### config.mk
export PLATFORM = sky130hd
export DESIGN_NAME = lifo_fifo_core
export DESIGN_NICKNAME = d
export VERILOG_FILES = /design/src/rtl/lifo_fifo_core.sv
export SDC_FILE = /design/constraint.sdc
export NUM_CORES = 1
export LEC_CHECK = 0
export CORE_AREA = 4 4 96 98
export DETAILED_ROUTE_END_ITERATION = 7
export DIE_AREA = 0 0 100 102
export PLACE_DENSITY = 0.73
export SLEW_MARGIN = 30
export SYNTH_ARGS = -nofsm -noshare
export SYNTH_HDL_FRONTEND = slang
export SYNTH_SLANG_ARGS = --single-unit
export TNS_END_PERCENT = 30
### constraint.sdc
create_clock -name clk -period 6.9 [get_ports clk]
set_input_delay 1.38 -clock clk [delete_from_list [all_inputs] [get_ports clk]]
set_output_delay 1.38 -clock clk [all_outputs]
set_load 0.02 [all_outputs]
### src/rtl/lifo_fifo_core.sv
// Single-word buffer / LIFO stack / FIFO queue selected by a registered 2-bit mode.
// Optional almost_full/almost_empty outputs are enabled by defining LFC_ALMOST_FLAGS_EN.
module lifo_fifo_core #(
  parameter int unsigned DATA_W = 8,
  parameter int unsigned DEPTH  = 8,
  localparam int unsigned CNT_W = $clog2(DEPTH + 1)
) (
  input  logic              clk,
  input  logic              rst_n,
  input  logic [1:0]        mode_i,
  input  logic              push_i,
  input  logic              pop_i,
  input  logic [DATA_W-1:0] data_in_i,
  output logic [DATA_W-1:0] data_out_o,
  output logic              out_valid_o,
  output logic [CNT_W-1:0]  count_o,
  output logic              full_o,
  output logic              empty_o,
`ifdef LFC_ALMOST_FLAGS_EN
  output logic              almost_full_o,
  output logic              almost_empty_o,
`endif
  output logic              err_o
);

  localparam int unsigned PTR_W = $clog2(DEPTH);

  typedef enum logic [1:0] {ModeBuffer, ModeLifo, ModeFifo, ModeInvalid} mode_e;
  typedef enum logic [1:0] {OpNone, OpPush, OpPop, OpPushPop} op_e;

  mode_e             mode_q;
  logic [PTR_W-1:0]  wr_ptr_q, wr_ptr_d;
  logic [PTR_W-1:0]  rd_ptr_q, rd_ptr_d;
  logic [CNT_W-1:0]  count_q, count_d;
  logic [DATA_W-1:0] data_out_q, data_out_d;
  logic              out_valid_q, out_valid_d;
  logic              err_q, err_d;

  logic [DATA_W-1:0] mem_q [DEPTH];
  logic              mem_we;
  logic [PTR_W-1:0]  mem_waddr;

  op_e              op;
  logic             flush;
  logic             is_full, is_empty;
  logic [PTR_W-1:0] sp_top, sp_wr;

  assign op       = op_e'({pop_i, push_i});
  assign flush    = (mode_i != mode_q);
  assign is_full  = (count_q == CNT_W'(DEPTH));
  assign is_empty = (count_q == '0);
  // Stack pointer equals count; sp_wr is only used when not full, so truncation is safe.
  assign sp_top   = PTR_W'(count_q - CNT_W'(1));
  assign sp_wr    = PTR_W'(count_q);

  always_comb begin
    wr_ptr_d    = wr_ptr_q;
    rd_ptr_d    = rd_ptr_q;
    count_d     = count_q;
    data_out_d  = data_out_q;
    out_valid_d = 1'b0;
    err_d       = 1'b0;
    mem_we      = 1'b0;
    mem_waddr   = wr_ptr_q;
    if (flush) begin
      wr_ptr_d = '0;
      rd_ptr_d = '0;
      count_d  = '0;
    end else begin
      unique case (mode_q)
        ModeBuffer: begin
          if (push_i) begin
            data_out_d  = data_in_i;
            out_valid_d = 1'b1;
          end
        end
        ModeFifo: begin
          unique case (op)
            OpNone: ;
            OpPush: begin
              if (is_full) begin
                err_d = 1'b1;
              end else begin
                mem_we   = 1'b1;
                wr_ptr_d = wr_ptr_q + PTR_W'(1);
                count_d  = count_q + CNT_W'(1);
              end
            end
            OpPop: begin
              if (is_empty) begin
                err_d = 1'b1;
              end else begin
                data_out_d  = mem_q[rd_ptr_q];
                out_valid_d = 1'b1;
                rd_ptr_d    = rd_ptr_q + PTR_W'(1);
                count_d     = count_q - CNT_W'(1);
              end
            end
            OpPushPop: begin
              // When full, wr_ptr == rd_ptr: the read sees the old word before the write lands.
              mem_we   = 1'b1;
              wr_ptr_d = wr_ptr_q + PTR_W'(1);
              if (is_empty) begin
                count_d = count_q + CNT_W'(1);
              end else begin
                data_out_d  = mem_q[rd_ptr_q];
                out_valid_d = 1'b1;
                rd_ptr_d    = rd_ptr_q + PTR_W'(1);
              end
            end
          endcase
        end
        ModeLifo: begin
          unique case (op)
            OpNone: ;
            OpPush: begin
              if (is_full) begin
                err_d = 1'b1;
              end else begin
                mem_we    = 1'b1;
                mem_waddr = sp_wr;
                count_d   = count_q + CNT_W'(1);
              end
            end
            OpPop: begin
              if (is_empty) begin
                err_d = 1'b1;
              end else begin
                data_out_d  = mem_q[sp_top];
                out_valid_d = 1'b1;
                count_d     = count_q - CNT_W'(1);
              end
            end
            OpPushPop: begin
              mem_we = 1'b1;
              if (is_empty) begin
                mem_waddr = sp_wr;
                count_d   = count_q + CNT_W'(1);
              end else begin
                mem_waddr   = sp_top;
                data_out_d  = mem_q[sp_top];
                out_valid_d = 1'b1;
              end
            end
          endcase
        end
        ModeInvalid: begin
          err_d = (op != OpNone);
        end
      endcase
    end
  end

  always_ff @(posedge clk or negedge rst_n) begin
    if (!rst_n) begin
      mode_q      <= ModeInvalid;
      wr_ptr_q    <= '0;
      rd_ptr_q    <= '0;
      count_q     <= '0;
      data_out_q  <= '0;
      out_valid_q <= 1'b0;
      err_q       <= 1'b0;
    end else begin
      mode_q      <= mode_e'(mode_i);
      wr_ptr_q    <= wr_ptr_d;
      rd_ptr_q    <= rd_ptr_d;
      count_q     <= count_d;
      data_out_q  <= data_out_d;
      out_valid_q <= out_valid_d;
      err_q       <= err_d;
    end
  end

  // Storage is deliberately left unreset.
  always_ff @(posedge clk) begin
    if (mem_we) begin
      mem_q[mem_waddr] <= data_in_i;
    end
  end

  assign data_out_o  = data_out_q;
  assign out_valid_o = out_valid_q;
  assign count_o     = count_q;
  assign full_o      = is_full;
  assign empty_o     = is_empty;
  assign err_o       = err_q;

`ifdef LFC_ALMOST_FLAGS_EN
  assign almost_full_o  = (count_q >= CNT_W'(DEPTH - 1));
  assign almost_empty_o = (count_q <= CNT_W'(1));
`endif

endmodule

==> run metrics <==
Slew headroom 0.373; WS Path Type reg2out; syn nets 340; post-synthesis sequential area ratio 0.551; I/O Pins 30; max_cap viols 0; worst hold-check path type reg2reg; Async SR Flop Fraction 0.256; drc violations 0; PortBufs 29; antenna cells 0; share of layout cells above drive strength 1 0.188; CTS root buf clkbuf_8; fin cells 448; CTS max path bufs 2; first drt pass iteration count 5; Compound-Gate Fraction of Synth Area 0.0937; # fillers 651; largest area contributor in the netlist edfxtp_1; DP Cell Count 432; row cnt 34; Worst-path clk slew 0.09 ns; wire per inst 23.4 um; Routability Congestion 0.865; Die Y 102 um; initial antenna violation count 0; Initial Utilization 0.530; XOR/XNOR share of the synthesized area 0.0256; core area 0.00847 mm2; first-pass GRT wire length 16300 um; Crit. End Element output pin; outcome finished clean; Synth Flop Type edfxtp_1; Max Freq 0.233 GHz; Post-synth EDFFs 64; Req. time, crit path 5.52 ns; main combinational cell family by area after synthesis multiplexers; simple-gate share of the synthesized area 0.0725; Critical Path AT 2.92 ns; Adder-Cell Fraction of Synth Area 0.0418; Setup violations, final 0; Syn Std Cell Area 0.00449 mm2; post-synthesis mux area share 0.184; Synth top area share 0.428; vias per cell 6.42; Synth area leaders edfxtp_1 43%, dfrtp_1 11%, mux4_2 9.0%; post-route setup TNS 0 ns; Fin. Hold Viols 0; Tcrit/Tclk final 0.623; clk_lat worst skew 0.35 ns; RSZ-0062 raised after global routing false; Critical Path Source Type flip-flop; die width 100 um; clock sink count 86; GR Overflow Total 0; post-route ant nets 0; H-tree level count 3; synthesized area per cell 14.4 um2; P per Cell Area 236 mW/mm2; postcts setup bufs 0; DR iter-0 viols 226; min cycle time layout 4.30 ns; Die ar. 0.0102 mm2; distinct cell type count after synthesis 46; TritonCTS clock tree done; CP Max Fanout 14; Post-DP HPWL 6810 um; Yosys reg bits 86; vias in the first global route 2947; Hold Buf Count CTS 0; Cells after Synth 311; Max Transition Viols Final 0; CTS Buf Count 9; Syn. warnings 0; area delta synth->final 14.6%; Fin Hold WS 0.589 ns; clk_skew 0.00988 ns; post_cts resized 0; drt total wl 10500 um; worst slew pin tran 0.939 ns; Leakage 0.00176 uW; Nets 364; Global Route Usage Sum 0.218; largest net degree at the start of global routing 26; Design Power 1210 uW; peak supply drop 0.000152 V; via count of the routed design 2875
==> per-stage QoR <==
| step | instance area (um2) | utilization | worst slack [ns] |
|---|---|---|---|
| floorplan | 4490 | - | 3.11 |
| global route | 5140 | 0.607 | 2.51 |
| global placement | 4890 | 0.578 | 2.29 |
| CTS | 5130 | 0.606 | 2.59 |
| finish | 5140 | 0.607 | 2.60 |
| detailed placement | 4930 | 0.582 | 2.22 |
==> where the power goes <==
part | switching (uW) | internal (uW)
Combinational | 135 | 110
Sequential | 19.6 | 581
Clock | 190 | 180
==> area by class of cell <==
cell class	instances	area [um2]	share of cell area
clock buffers	10	138	0.0268
inverters	13	48.8	0.00949
clock inverters	6	68.8	0.0134
multi-input cells	193	1970	0.383
flip-flops and latches	86	2480	0.482
repair buffers	32	308	0.0599
well taps	108	135	0.0263
==> kinds of logic after synthesis <==
| kind of cell | Yosys count |
|---|---|
| xor gates and xnor gates | 11 |
| and+or+nand+nor | 58 |
| DFF | 86 |
| buffers and inverters | 32 |
| muxes | 50 |
| adders and majority gates | 15 |
| AOI/OAI and AO/OA | 59 |
==> critical path, cell delays in order, from the launching register on <==
cell and delay, ns:
dfrtp_1 0.48, inv_1 0.48, ha_1 0.51, nor3b_4 0.43
clkdlybuf4s50_1 0.68
==> flip-flops by register name (all words and copies together) (netlist names) <==
register / flops
count_o: 4
data_out_o: 8
err_o: 1
mem_q: 64
mode_q: 2
out_valid_o: 1
rd_ptr_q: 3
wr_ptr_q: 3
==> layout by cell type, fill, tap and decap left out, drive strengths merged, types with 2 or more instances in the layout <==
| cell type | Yosys | layout |
|---|---|---|
| edfxtp | 64 | 64 |
| nand2 | 7 | 7 |
| nor2 | 15 | 15 |
| nand3 | 3 | 3 |
| inv | 13 | 15 |
| clkdlybuf4s50 | 0 | 28 |
| clkinvlp | 0 | 2 |
| xnor2 | 3 | 3 |
| dfrtp | 20 | 20 |
| xor2 | 8 | 8 |
| a21oi | 5 | 5 |
| a31oi | 9 | 9 |
| mux4 | 24 | 24 |
| clkbuf | 6 | 10 |
| ha | 15 | 15 |
| o21ai | 6 | 6 |
| dfstp | 2 | 2 |
| mux2i | 25 | 25 |
| o211ai | 10 | 10 |
| and2 | 3 | 3 |
| a22oi | 20 | 20 |
| nor4 | 9 | 9 |
| buf | 13 | 4 |
| or2 | 9 | 9 |
| a22o | 3 | 3 |
| nor3 | 4 | 4 |
| nor2b | 2 | 2 |
==> cells in the mapped netlist (2+ instances only) <==
cell	count
xnor2_1	3
a21oi_1	5
mux4_2	18
nor2_2	2
clkbuf_1	6
nor4_1	9
a22o_1	3
o21ai_1	2
o211ai_1	10
mux4_1	6
dfrtp_1	20
nand2_1	7
or2_2	8
mux2i_1	25
dfstp_2	2
nor3_1	3
buf_2	10
inv_1	13
ha_1	15
buf_1	2
o21ai_0	4
nor2b_1	2
and2_1	3
edfxtp_1	64
nand3_1	3
xor2_1	7
a22oi_1	20
a31oi_1	9
nor2_1	13
==> routing by layer <==
metal	routed length, um	global-route usage	up-vias
li1	-	-	1272
met1	4090	0.285	1447
met2	5280	0.354	132
met3	841	0.0532	24
met4	271	0.0902	0
met5	0	0	-
==> worst paths after layout <==
kind | start | to | slack [ns] | depth (start not counted)
setup / recovery | count_o[0] | empty_o | 2.60 | 4
hold / removal | data_out_o[7] | data_out_o[7] | 0.59 | 2
setup reg to reg | count_o[0] | mem_q[0][7] | 3.26 | 6
hold reg to reg | data_out_o[7] | data_out_o[7] | 0.59 | 2
max in group asynchronous | rst_n | rd_ptr_q[1] | 5.47 | 1
min in group asynchronous | rst_n | out_valid_o | 1.01 | 1
Power figures use the tool's default switching activity.
